==> src/rtl/nonce_scheduler_if.sv <==
// ---------------------------------------------------------------------------
// nonce_scheduler_if
//
// Purpose: bundles the control, per-core handshake and status signals of the
// nonce scheduler so the miner top level and the scheduler share one port.
//
// Signals:
//   start          : one-cycle pulse, begin a search at start_nonce
//   abort          : one-cycle pulse, cancel the current search
//   start_nonce    : first nonce of the search, sampled with start
//   core_done      : per-core one-cycle pulse, hash finished
//   core_valid     : per-core, result met target (qualified by core_done)
//   core_start     : one-hot pulse, launch a hash on the selected core
//   dispatch_nonce : nonce for the core selected by core_start
//   busy           : search in progress (dispatching or draining)
//   found          : level, a winning nonce is held in found_nonce
//   found_nonce    : winning nonce
//   exhausted      : level, nonce space ran out without a hit
//   hash_count     : completed-hash counter (zero unless stats are built in)
//
// Modports: master = miner top level / cores side, slave = scheduler.
// ---------------------------------------------------------------------------
interface nonce_scheduler_if #(
    parameter int NUM_CORES = 4,
    parameter int NONCE_W   = 32
);
    logic                 start;
    logic                 abort;
    logic [NONCE_W-1:0]   start_nonce;
    logic [NUM_CORES-1:0] core_done;
    logic [NUM_CORES-1:0] core_valid;
    logic [NUM_CORES-1:0] core_start;
    logic [NONCE_W-1:0]   dispatch_nonce;
    logic                 busy;
    logic                 found;
    logic [NONCE_W-1:0]   found_nonce;
    logic                 exhausted;
    logic [31:0]          hash_count;

    modport master (
        output start, abort, start_nonce, core_done, core_valid,
        input  core_start, dispatch_nonce, busy, found, found_nonce,
               exhausted, hash_count
    );

    modport slave (
        input  start, abort, start_nonce, core_done, core_valid,
        output core_start, dispatch_nonce, busy, found, found_nonce,
               exhausted, hash_count
    );
endinterface

==> src/rtl/nonce_scheduler.sv <==
// ---------------------------------------------------------------------------
// nonce_scheduler
//
// Purpose: hands consecutive nonces round-robin to NUM_CORES hashing cores
// (at most one launch per cycle), remembers the nonce each core is working
// on, and reports the first valid nonce found or exhaustion of the nonce
// space. An abort drains outstanding work and returns to idle silently.
//
// Ports:
//   clk   : system clock, rising edge
//   n_rst : asynchronous active-low reset (cores share this reset)
//   bus   : nonce_scheduler_if.slave, see the interface file for signals
//
// Parameters:
//   NUM_CORES : number of hashing cores, 2..8
//   NONCE_W   : nonce width in bits
//
// Build option:
//   NONCE_SCHED_STATS_EN : when defined, hash_count counts accepted core
//   completions (saturating, cleared by start). When undefined hash_count
//   is tied to zero and no counter is built.
// ---------------------------------------------------------------------------
module nonce_scheduler #(
    parameter int NUM_CORES = 4,
    parameter int NONCE_W   = 32
) (
    input  logic              clk,
    input  logic              n_rst,
    nonce_scheduler_if.slave  bus
);
    localparam int RR_W = $clog2(NUM_CORES);

    typedef enum logic [2:0] {
        S_IDLE,
        S_DISPATCH,
        S_DRAIN,
        S_FOUND,
        S_EXHAUSTED
    } state_t;

    state_t               state_q, state_d;
    logic [NUM_CORES-1:0] core_busy_q, core_busy_d;
    logic [NONCE_W-1:0]   inflight_q [NUM_CORES];
    logic [NONCE_W-1:0]   next_nonce_q, next_nonce_d;
    logic [RR_W-1:0]      rr_q, rr_d;
    logic                 hit_q, hit_d;
    logic                 last_q, last_d;
    logic                 discard_q, discard_d;
    logic [NONCE_W-1:0]   found_nonce_q, found_nonce_d;
    logic                 busy_q, found_q, exhausted_q;

    logic                 dispatch_en;
    logic                 grant_valid;
    logic [RR_W-1:0]      grant_idx;
    logic [RR_W:0]        cand;
    logic [NUM_CORES-1:0] grant_oh;
    logic                 grant_any;
    logic [NUM_CORES-1:0] done_acc;
    logic [NUM_CORES-1:0] valid_acc;
    logic [RR_W-1:0]      hit_idx;
    logic                 hit_take;
    logic                 start_accept;
    logic                 idle_like;

    // Completions only count for cores we actually launched; stray pulses
    // from idle cores are dropped here.
    assign done_acc  = bus.core_done & core_busy_q;
    assign valid_acc = done_acc & bus.core_valid;

    // last_q guards against ever launching past the final nonce, even for
    // the single cycle in which the FSM is leaving DISPATCH.
    assign dispatch_en = (state_q == S_DISPATCH) && !last_q;

    assign idle_like    = (state_q == S_IDLE) || (state_q == S_FOUND) ||
                          (state_q == S_EXHAUSTED);
    assign start_accept = idle_like && bus.start && !bus.abort;

    // First idle core at or after rr, wrapping. Scanning offsets from the
    // highest down lets the smallest offset overwrite the result last.
    always_comb begin
        grant_valid = 1'b0;
        grant_idx   = '0;
        cand        = '0;
        for (int k = NUM_CORES - 1; k >= 0; k--) begin
            cand = {1'b0, rr_q} + (RR_W + 1)'(k);
            if (cand >= (RR_W + 1)'(NUM_CORES))
                cand = cand - (RR_W + 1)'(NUM_CORES);
            if (!core_busy_q[cand[RR_W-1:0]]) begin
                grant_valid = 1'b1;
                grant_idx   = cand[RR_W-1:0];
            end
        end
    end

    for (genvar gi = 0; gi < NUM_CORES; gi++) begin : g_grant
        assign grant_oh[gi] = dispatch_en && grant_valid &&
                              (grant_idx == RR_W'(gi));
    end

    assign grant_any = |grant_oh;

    // Lowest-index valid result wins when several land together.
    always_comb begin
        hit_idx = '0;
        for (int k = NUM_CORES - 1; k >= 0; k--) begin
            if (valid_acc[k])
                hit_idx = RR_W'(k);
        end
    end

    // Once a hit is held, or the search is being discarded, further valid
    // results are ignored. An abort in the same cycle also suppresses it.
    assign hit_take = (|valid_acc) && !hit_q && !discard_q && !bus.abort;

    // A core is never granted and completed in the same cycle: grants only
    // go to idle cores, completions only count for busy ones.
    assign core_busy_d = (core_busy_q | grant_oh) & ~done_acc;

    always_comb begin
        state_d       = state_q;
        next_nonce_d  = next_nonce_q;
        rr_d          = rr_q;
        hit_d         = hit_q;
        last_d        = last_q;
        discard_d     = discard_q;
        found_nonce_d = found_nonce_q;

        case (state_q)
            S_IDLE, S_FOUND, S_EXHAUSTED: begin
                if (bus.abort) begin
                    state_d = S_IDLE;
                end else if (start_accept) begin
                    state_d      = S_DISPATCH;
                    next_nonce_d = bus.start_nonce;
                    hit_d        = 1'b0;
                    last_d       = 1'b0;
                    discard_d    = 1'b0;
                    rr_d         = '0;
                end
            end

            S_DISPATCH: begin
                if (grant_any) begin
                    next_nonce_d = next_nonce_q + NONCE_W'(1);
                    rr_d = (grant_idx == RR_W'(NUM_CORES - 1)) ?
                           '0 : grant_idx + RR_W'(1);
                    if (&next_nonce_q)
                        last_d = 1'b1;
                end
                if (bus.abort)
                    discard_d = 1'b1;
                if (hit_take) begin
                    hit_d         = 1'b1;
                    found_nonce_d = inflight_q[hit_idx];
                end
                if (bus.abort || hit_take || (grant_any && (&next_nonce_q)))
                    state_d = S_DRAIN;
            end

            S_DRAIN: begin
                if (bus.abort)
                    discard_d = 1'b1;
                if (hit_take) begin
                    hit_d         = 1'b1;
                    found_nonce_d = inflight_q[hit_idx];
                end
                // Exit is judged on the registered busy bits, so the final
                // completion is followed by one more DRAIN cycle.
                if (core_busy_q == '0) begin
                    if (discard_q || bus.abort)
                        state_d = S_IDLE;
                    else if (hit_q)
                        state_d = S_FOUND;
                    else
                        state_d = S_EXHAUSTED;
                end
            end

            default: state_d = S_IDLE;
        endcase
    end

    always_ff @(posedge clk or negedge n_rst) begin
        if (!n_rst) begin
            state_q       <= S_IDLE;
            core_busy_q   <= '0;
            next_nonce_q  <= '0;
            rr_q          <= '0;
            hit_q         <= 1'b0;
            last_q        <= 1'b0;
            discard_q     <= 1'b0;
            found_nonce_q <= '0;
            busy_q        <= 1'b0;
            found_q       <= 1'b0;
            exhausted_q   <= 1'b0;
            for (int k = 0; k < NUM_CORES; k++)
                inflight_q[k] <= '0;
        end else begin
            state_q       <= state_d;
            core_busy_q   <= core_busy_d;
            next_nonce_q  <= next_nonce_d;
            rr_q          <= rr_d;
            hit_q         <= hit_d;
            last_q        <= last_d;
            discard_q     <= discard_d;
            found_nonce_q <= found_nonce_d;
            busy_q        <= (state_d == S_DISPATCH) || (state_d == S_DRAIN);
            found_q       <= (state_d == S_FOUND);
            exhausted_q   <= (state_d == S_EXHAUSTED);
            for (int k = 0; k < NUM_CORES; k++) begin
                if (grant_oh[k])
                    inflight_q[k] <= next_nonce_q;
            end
        end
    end

`ifdef NONCE_SCHED_STATS_EN
    logic [31:0] hash_count_q, hash_count_d;
    logic [RR_W:0] done_cnt;
    logic [32:0]   count_sum;

    always_comb begin
        done_cnt = '0;
        for (int k = 0; k < NUM_CORES; k++)
            done_cnt = done_cnt + {{RR_W{1'b0}}, done_acc[k]};
        count_sum = {1'b0, hash_count_q} + 33'(done_cnt);
        if (start_accept)
            hash_count_d = '0;
        else if (count_sum[32])
            hash_count_d = '1;
        else
            hash_count_d = count_sum[31:0];
    end

    always_ff @(posedge clk or negedge n_rst) begin
        if (!n_rst)
            hash_count_q <= '0;
        else
            hash_count_q <= hash_count_d;
    end

    assign bus.hash_count = hash_count_q;
`else
    assign bus.hash_count = 32'd0;
`endif

    // Launch outputs depend only on registered state and busy bits.
    assign bus.core_start     = grant_oh;
    assign bus.dispatch_nonce = grant_any ? next_nonce_q : '0;
    assign bus.busy           = busy_q;
    assign bus.found          = found_q;
    assign bus.found_nonce    = found_nonce_q;
    assign bus.exhausted      = exhausted_q;
endmodule

==> src/flat_wrapper.sv <==
// flat-port wrapper written by rule: the top's interface ports become plain ports
module nonce_scheduler_flat 
#(
    parameter int NUM_CORES = 4,
    parameter int NONCE_W   = 32
)
  (clk, n_rst, bus_start, bus_abort, bus_start_nonce, bus_core_done, bus_core_valid, bus_core_start, bus_dispatch_nonce, bus_busy, bus_found, bus_found_nonce, bus_exhausted, bus_hash_count);
  nonce_scheduler_if #(.NUM_CORES(NUM_CORES), .NONCE_W(NONCE_W)) bus_i ();
  input  logic clk;
  input  logic n_rst;
  input wire logic [$bits(bus_i.start)-1:0] bus_start;
  input wire logic [$bits(bus_i.abort)-1:0] bus_abort;
  input wire logic [$bits(bus_i.start_nonce)-1:0] bus_start_nonce;
  input wire logic [$bits(bus_i.core_done)-1:0] bus_core_done;
  input wire logic [$bits(bus_i.core_valid)-1:0] bus_core_valid;
  output wire logic [$bits(bus_i.core_start)-1:0] bus_core_start;
  output wire logic [$bits(bus_i.dispatch_nonce)-1:0] bus_dispatch_nonce;
  output wire logic [$bits(bus_i.busy)-1:0] bus_busy;
  output wire logic [$bits(bus_i.found)-1:0] bus_found;
  output wire logic [$bits(bus_i.found_nonce)-1:0] bus_found_nonce;
  output wire logic [$bits(bus_i.exhausted)-1:0] bus_exhausted;
  output wire logic [$bits(bus_i.hash_count)-1:0] bus_hash_count;
  assign bus_i.start = bus_start;
  assign bus_i.abort = bus_abort;
  assign bus_i.start_nonce = bus_start_nonce;
  assign bus_i.core_done = bus_core_done;
  assign bus_i.core_valid = bus_core_valid;
  assign bus_core_start = bus_i.core_start;
  assign bus_dispatch_nonce = bus_i.dispatch_nonce;
  assign bus_busy = bus_i.busy;
  assign bus_found = bus_i.found;
  assign bus_found_nonce = bus_i.found_nonce;
  assign bus_exhausted = bus_i.exhausted;
  assign bus_hash_count = bus_i.hash_count;
  nonce_scheduler #(.NUM_CORES(NUM_CORES), .NONCE_W(NONCE_W)) u_core (.clk(clk), .n_rst(n_rst), .bus(bus_i));
endmodule
==> config.mk <==
export PLATFORM = sky130hd
export DESIGN_NAME = nonce_scheduler_flat
export DESIGN_NICKNAME = d
export VERILOG_FILES = /design/src/rtl/nonce_scheduler_if.sv /design/src/rtl/nonce_scheduler.sv /design/src/flat_wrapper.sv
export SDC_FILE = /design/constraint.sdc
export NUM_CORES = 1
export LEC_CHECK = 0
export CORE_MARGIN = 2
export CORE_UTILIZATION = 59
export DETAILED_ROUTE_END_ITERATION = 8
export PLACE_DENSITY = 0.9
export SLEW_MARGIN = 25
export SYNTH_ARGS = -nofsm -noshare
export SYNTH_HDL_FRONTEND = slang
export SYNTH_SLANG_ARGS = --single-unit
==> constraint.sdc <==
create_clock -name clk -period 5.2 [get_ports clk]
set_clock_uncertainty 0.05 [all_clocks]
set_input_delay 0.78 -clock clk [delete_from_list [all_inputs] [get_ports clk]]
set_output_delay 0.78 -clock clk [all_outputs]
set_load 0.05 [all_outputs]
==> results of run 1 <==
==> cell usage after synthesis, types with 5 or more instances <==
| master | n |
|---|---|
| dfrtp_1 | 207 |
| mux2_1 | 118 |
| o22ai_1 | 75 |
| a21oi_1 | 62 |
| clkbuf_1 | 46 |
| nand2_1 | 45 |
| and3_1 | 37 |
| o22a_1 | 37 |
| nor2_1 | 36 |
| buf_4 | 33 |
| buf_2 | 28 |
| nand3_1 | 24 |
| o21ai_0 | 15 |
| o21ai_1 | 15 |
| nand4_1 | 14 |
| inv_1 | 12 |
| nor3_1 | 6 |
| o2bb2a_1 | 6 |
| a2bb2oi_1 | 5 |
| and2_1 | 5 |
| ha_1 | 5 |
| o31ai_1 | 5 |
==> area by class of cell <==
cell class | instances | area [um^2] | area share [%]
Clock buffer | 28 | 624 | 5.25
Clock inverter | 12 | 244 | 2.05
Inverter | 12 | 45.0 | 0.378
Multi-Input combinational cell | 604 | 4230 | 35.5
Sequential cell | 207 | 5180 | 43.5
Tap cell | 220 | 275 | 2.31
Timing Repair Buffer | 134 | 1310 | 11.0
==> worst register-to-register path, cell delays in order, from the launching register on <==
cell      delay, ps
dfrtp_1         500
a41oi_2         550
and2_1          490
nor2_2          690
buf_4           410
a21oi_1          80
o2bb2a_1        310
==> state kept, by name, summed over array words and instances (netlist names) <==
register	cells
u_core.bus.found_nonce	32
u_core.bus.busy	1
u_core.discard_q	1
u_core.last_q	1
u_core.rr_q	2
u_core.state_q	3
u_core.bus.exhausted	1
u_core.core_busy_q	4
u_core.hit_q	1
u_core.bus.found	1
u_core.next_nonce_q	32
u_core.inflight_q	128
==> metal layers <==
layer | up-vias | routed length [um] | track usage [%]
li1 | 3436 | - | -
met5 | - | 0 | 0
met2 | 512 | 13700 | 52.3
met1 | 4091 | 10500 | 41.3
met4 | 0 | 995 | 11.7
met3 | 110 | 2600 | 5.97
==> cells by family (layout without fill, tap and decap cells) <==
logic type / after synthesis / after routing / synth area share [%]
and+or+nand+nor: 192 / 192 / 10.0
other: 1 / 32 / 0.0379
adders and majority gates: 5 / 5 / 0.633
muxes: 122 / 122 / 13.8
DFF: 207 / 207 / 52.4
AOI/OAI and AO/OA: 252 / 252 / 16.8
xor gates and xnor gates: 1 / 1 / 0.0886
buffers and inverters: 122 / 186 / 6.24
==> per-stage QoR <==
step | setup slack (ps) | std cells | instance area (um^2)
after floorplan | 2600 | 933 | 10000
after global placement | 1700 | 1177 | 11000
after detailed placement | 1570 | 1177 | 11000
after CTS | 1160 | 1217 | 11900
after global routing | 965 | 1217 | 11900
final | 1010 | 1217 | 11900
==> power groups by stage <==
stage	Sequential (mW)	Clock (mW)	Combinational, mW
after global placement	2.91	0	3.00
after CTS	2.96	1.86	3.14
final	3.00	1.86	3.16
after global routing	3.06	1.93	3.35
after floorplan	3.11	0	1.89
after detailed placement	2.95	0	3.08
==> worst paths after layout <==
kind | endpoint | depth (start not counted) | slack [ps] | start
max | bus_dispatch_nonce[24] | 4 | 1010 | u_core.core_busy_q[2]
min in group clk | u_core.inflight_q[16] | 2 | 440 | u_core.inflight_q[16]
min | u_core.bus.found_nonce[1] | 1 | 320 | n_rst
min reg2reg | u_core.inflight_q[16] | 2 | 440 | u_core.inflight_q[16]
max in group asynchronous | u_core.inflight_q[75] | 2 | 3730 | n_rst
max reg2reg | u_core.next_nonce_q[11] | 6 | 2020 | u_core.core_busy_q[1]
==> impl_metrics.yaml, run 1 <==
power_and_ir_drop:
  power.internal_mw: 4.69
  p_sw_mw: 3.32
  clkPwrFrac_pct: 23.2
  total_power_mw: 8.01
  p_per_area_mw_per_mm2: 673
  p_seq_share_pct: 37.4
  p_sw_share_pct: 41.4
  power.leakage_nw: 5.29
  peakVddDrop_mv: 0.455
  pwr-share-comb_pct: 39.4
worst_setup_path:
  cpPeakStageDelay_ps: 870
  cp_slowest_cell: "clkdlybuf4s50_1"
  crit_arrival_ps: 3360
  required_ps: 4370
  crit_fanout: 18
  cp_num_buf_inv: 1
  endpoint_kind: "output port"
  path_class: "register to output port"
  cp_cell_sequence: "a41oi_2 -> nand2_1 -> nor2_1 -> clkdlybuf4s50_1"
  start_kind: "register"
  cp_top_family: "buffers and inverters"
timing:
  fin_crit_ps: 4190
  timing.final.max_slew_violations: 0
  max_slew_margin_pct: 33.4
  finalHoldViolCount: 0
  fin_tns_setup_ps: 0
  worst-slew-pin-transition_ps: 999
  fin_hold_ws_ps: 320
  finalCritPeriodShare_pct: 80.6
  setup_viol: 0
  max_clock_freq_mhz: 239
  rsz0062_at_grt: "no"
cts:
  cts_setup_buffers: 0
  insertion_delay_ps: 510
  cts_resized: 0
  cts_buffers: 22
  tritoncts: "built"
  hold_buffers: 0
  cts.sinks: 207
  clockRootBuffer: "clkbuf_16"
  cts_max_level: 1
  clkTransAtPathRegs_ps: 60
  cts_buffer_depth: 3
route:
  via_count: 8149
  drtIter0Drc: 1025
  wl_per_cell_um: 22.9
  drcViolationCount: 0
  vias_per_cell: 6.70
  wirelength_um: 27800
  ant_nets: 0
  first_pass_iters: 5
run:
  maxCapViolations: 0
final_layout:
  n_antenna_cell: 0
  fill_cells: 1070
  final_common_cell: "dfrtp_1"
  fin_nets: 1030
  post-route-util_pct: 72.3
  area_growth_pct: 20.4
  drive_gt1_share_pct: 7.12
  mostFrequentLayoutCells: "dfrtp_1 (207), mux2_1 (118), clkdlybuf4s50_1 (113), o22ai_1 (75), a21oi_1 (62)"
floorplanning:
  dieArea_mm2: 0.0178
  start_util_pct: 60.0
  fp.dieW_um: 133
  fp.dieH_um: 133
  num_io_pins: 147
  rows: 47
  core_mm2: 0.0165
grt:
  grt.total_usage_pct: 31.4
  grt.overflow.total: 0
  grt_pass1_vias: 8175
  grt_max_degree: 110
  grt_pass1_wl_um: 44200
  antenna_found_initial: 0
logic_synthesis:
  async_flop_share_pct: 100
  synth_enable_flop_cells: 0
  synthCells: 902
  netlist_area_mm2: 0.00989
  yosysUniqueCellTypes: 60
  ys.flop_type: "dfrtp_1"
  synth-warning-count: 0
  ys_seq_area_share_pct: 52.4
  yosysTopAreaCell: "dfrtp_1"
  avgSynthCellArea_um2: 11.0
  ys_top_cells_by_area: "dfrtp_1 (52%), mux2_1 (13%), o22ai_1 (4.7%), o22a_1 (3.3%), a21oi_1 (3.1%)"
  synth-seq-cells: 207
  synth_top_area_share_pct: 52.4
min_path:
  hold_path.class: "input pin to async pin"
placement:
  hpwlAfterDp_um: 16800
  port_buffers: 114
  gp_congestion: 0.867
outcome:
  status: "finished, final reports clean"
No activity file was read; power rests on OpenSTA's default activity.
==> run 2, diff against run 1 <==
Settings changed: CORE_UTILIZATION 59 to 49, PLACE_DENSITY 0.9 to 0.8.
Clock period 5.2 ns to 3.7 ns, I/O delays scaled along.
==> impl_metrics.yaml, run 2 (synthesized netlist as in run 1, its figures left out) <==
outcome:
  status: "finished, final reports clean"
worst_setup_path:
  cp_cell_sequence: "nor3b_4 -> buf_4 -> and2_1 -> nand2_2 -> inv_1 -> buf_12"
  cp_top_family: "simple AND/OR/NAND/NOR gates"
  start_kind: "register"
  endpoint_kind: "output port"
  crit_arrival_ps: 2930
  cpPeakStageDelay_ps: 490
  required_ps: 3090
  cp_num_buf_inv: 3
  path_class: "register to output port"
  cp_slowest_cell: "dfrtp_1"
  crit_fanout: 47
timing:
  max_slew_margin_pct: 42.3
  setup_viol: 0
  finalHoldViolCount: 0
  fin_tns_setup_ps: 0
  worst-slew-pin-transition_ps: 863
  fin_crit_ps: 3530
  rsz0062_at_grt: "no"
  finalCritPeriodShare_pct: 95.5
  max_clock_freq_mhz: 283
  timing.final.max_slew_violations: 0
placement:
  port_buffers: 114
  hpwlAfterDp_um: 17100
  postPlaceCellArea_mm2: 0.0112
  gp_congestion: 0.873
floorplanning:
  dieArea_mm2: 0.0213
  rows: 51
  num_io_pins: 147
  fp.dieH_um: 146
  start_util_pct: 50.3
  fp.dieW_um: 146
  core_mm2: 0.0197
route:
  drcViolationCount: 0
  vias_per_cell: 6.12
  ant_nets: 0
  wl_per_cell_um: 21.1
  wirelength_um: 26800
  drtIter0Drc: 863
  via_count: 7777
  first_pass_iters: 6
grt:
  grt.total_usage_pct: 25.1
  grt_pass1_vias: 7723
  grt_pass1_wl_um: 42900
  grt.overflow.total: 0
  grt_max_degree: 95
  antenna_found_initial: 0
cts:
  cts_buffers: 22
  cts_setup_buffers: 0
  cts_max_level: 1
  clockRootBuffer: "clkbuf_16"
  clkTransAtPathRegs_ps: 60
  tritoncts: "built"
  cts_buffer_depth: 3
  cts_resized: 0
  hold_buffers: 0
  cts.sinks: 207
  insertion_delay_ps: 510
final_layout:
  top_register: "u_core.inflight_q"
  drive_gt1_share_pct: 7.86
  largest_register_ffs: 128
  fin_nets: 1039
  mostFrequentLayoutCells: "dfrtp_1 (207), mux2_1 (118), clkdlybuf4s50_1 (109), o22ai_1 (75), a21oi_1 (62)"
  n_antenna_cell: 0
  final_common_cell: "dfrtp_1"
  design_area_mm2: 0.0119
  area_growth_pct: 20.3
power_and_ir_drop:
  p_per_area_mw_per_mm2: 898
  total_power_mw: 10.7
  power.leakage_nw: 5.28
  peakVddDrop_mv: 0.562
min_path:
  hold_path.class: "input pin to async pin"
run:
  maxCapViolations: 0
-- run 2: power breakdown --
group,internal (mW),switching [mW]
Clock,1.29,0.894
Combinational,1.70,2.70
Sequential,3.23,0.863
Total,6.23,4.46
-- run 2: metal layers --
layer	vias up	GRT usage, %	routed length, um
met2	404	41.2	12700
met4	0	7.28	699
li1	3441	-	-
met1	3880	34.5	11100
met5	-	0	0
met3	52	4.50	2290
-- run 2: area by class of cell --
| class | count | area, um^2 |
|---|---|---|
| clock inverters | 5 | 50.0 |
| clock buffers | 34 | 657 |
| inverters | 12 | 45.0 |
| well taps | 265 | 332 |
| flip-flops and latches | 207 | 5180 |
| fillers | 1612 | 7760 |
| repair buffers | 143 | 1400 |
| multi-input cells | 604 | 4230 |
-- run 2: worst register-to-register path: stages, from the launching register on --
cell and delay (ps):
dfrtp_1 490, nor3b_4 290, buf_4 430, and2_1 370
nand2_2 440, buf_4 400, mux2_1 370
-- run 2: through the flow --
step | utilization [%] | hold slack [ps] | cells | setup WS (ps)
4_1_cts | 60.5 | 114 | 1270 | 216
3_3_place_gp | 56.9 | 416 | 1231 | 833
2_1_floorplan | - | 209 | 933 | 1330
5_1_grt | 60.5 | 135 | 1270 | 8.18
6_report | 60.5 | 66.2 | 1270 | 167
3_5_place_dp | 56.9 | 426 | 1231 | 768
-- run 2: final timing paths --
kind / cells after the start / to / slack, ps / start
min: 1 / u_core.bus.found_nonce[18] / 70 / n_rst
max: 6 / bus_core_start[1] / 170 / u_core.state_q[0]
min reg2reg: 1 / u_core.inflight_q[78] / 440 / u_core.inflight_q[78]
max reg2reg: 6 / u_core.inflight_q[87] / 730 / u_core.state_q[0]
max in group asynchronous: 2 / u_core.inflight_q[51] / 2610 / n_rst
min in group clk: 1 / u_core.inflight_q[78] / 440 / u_core.inflight_q[78]
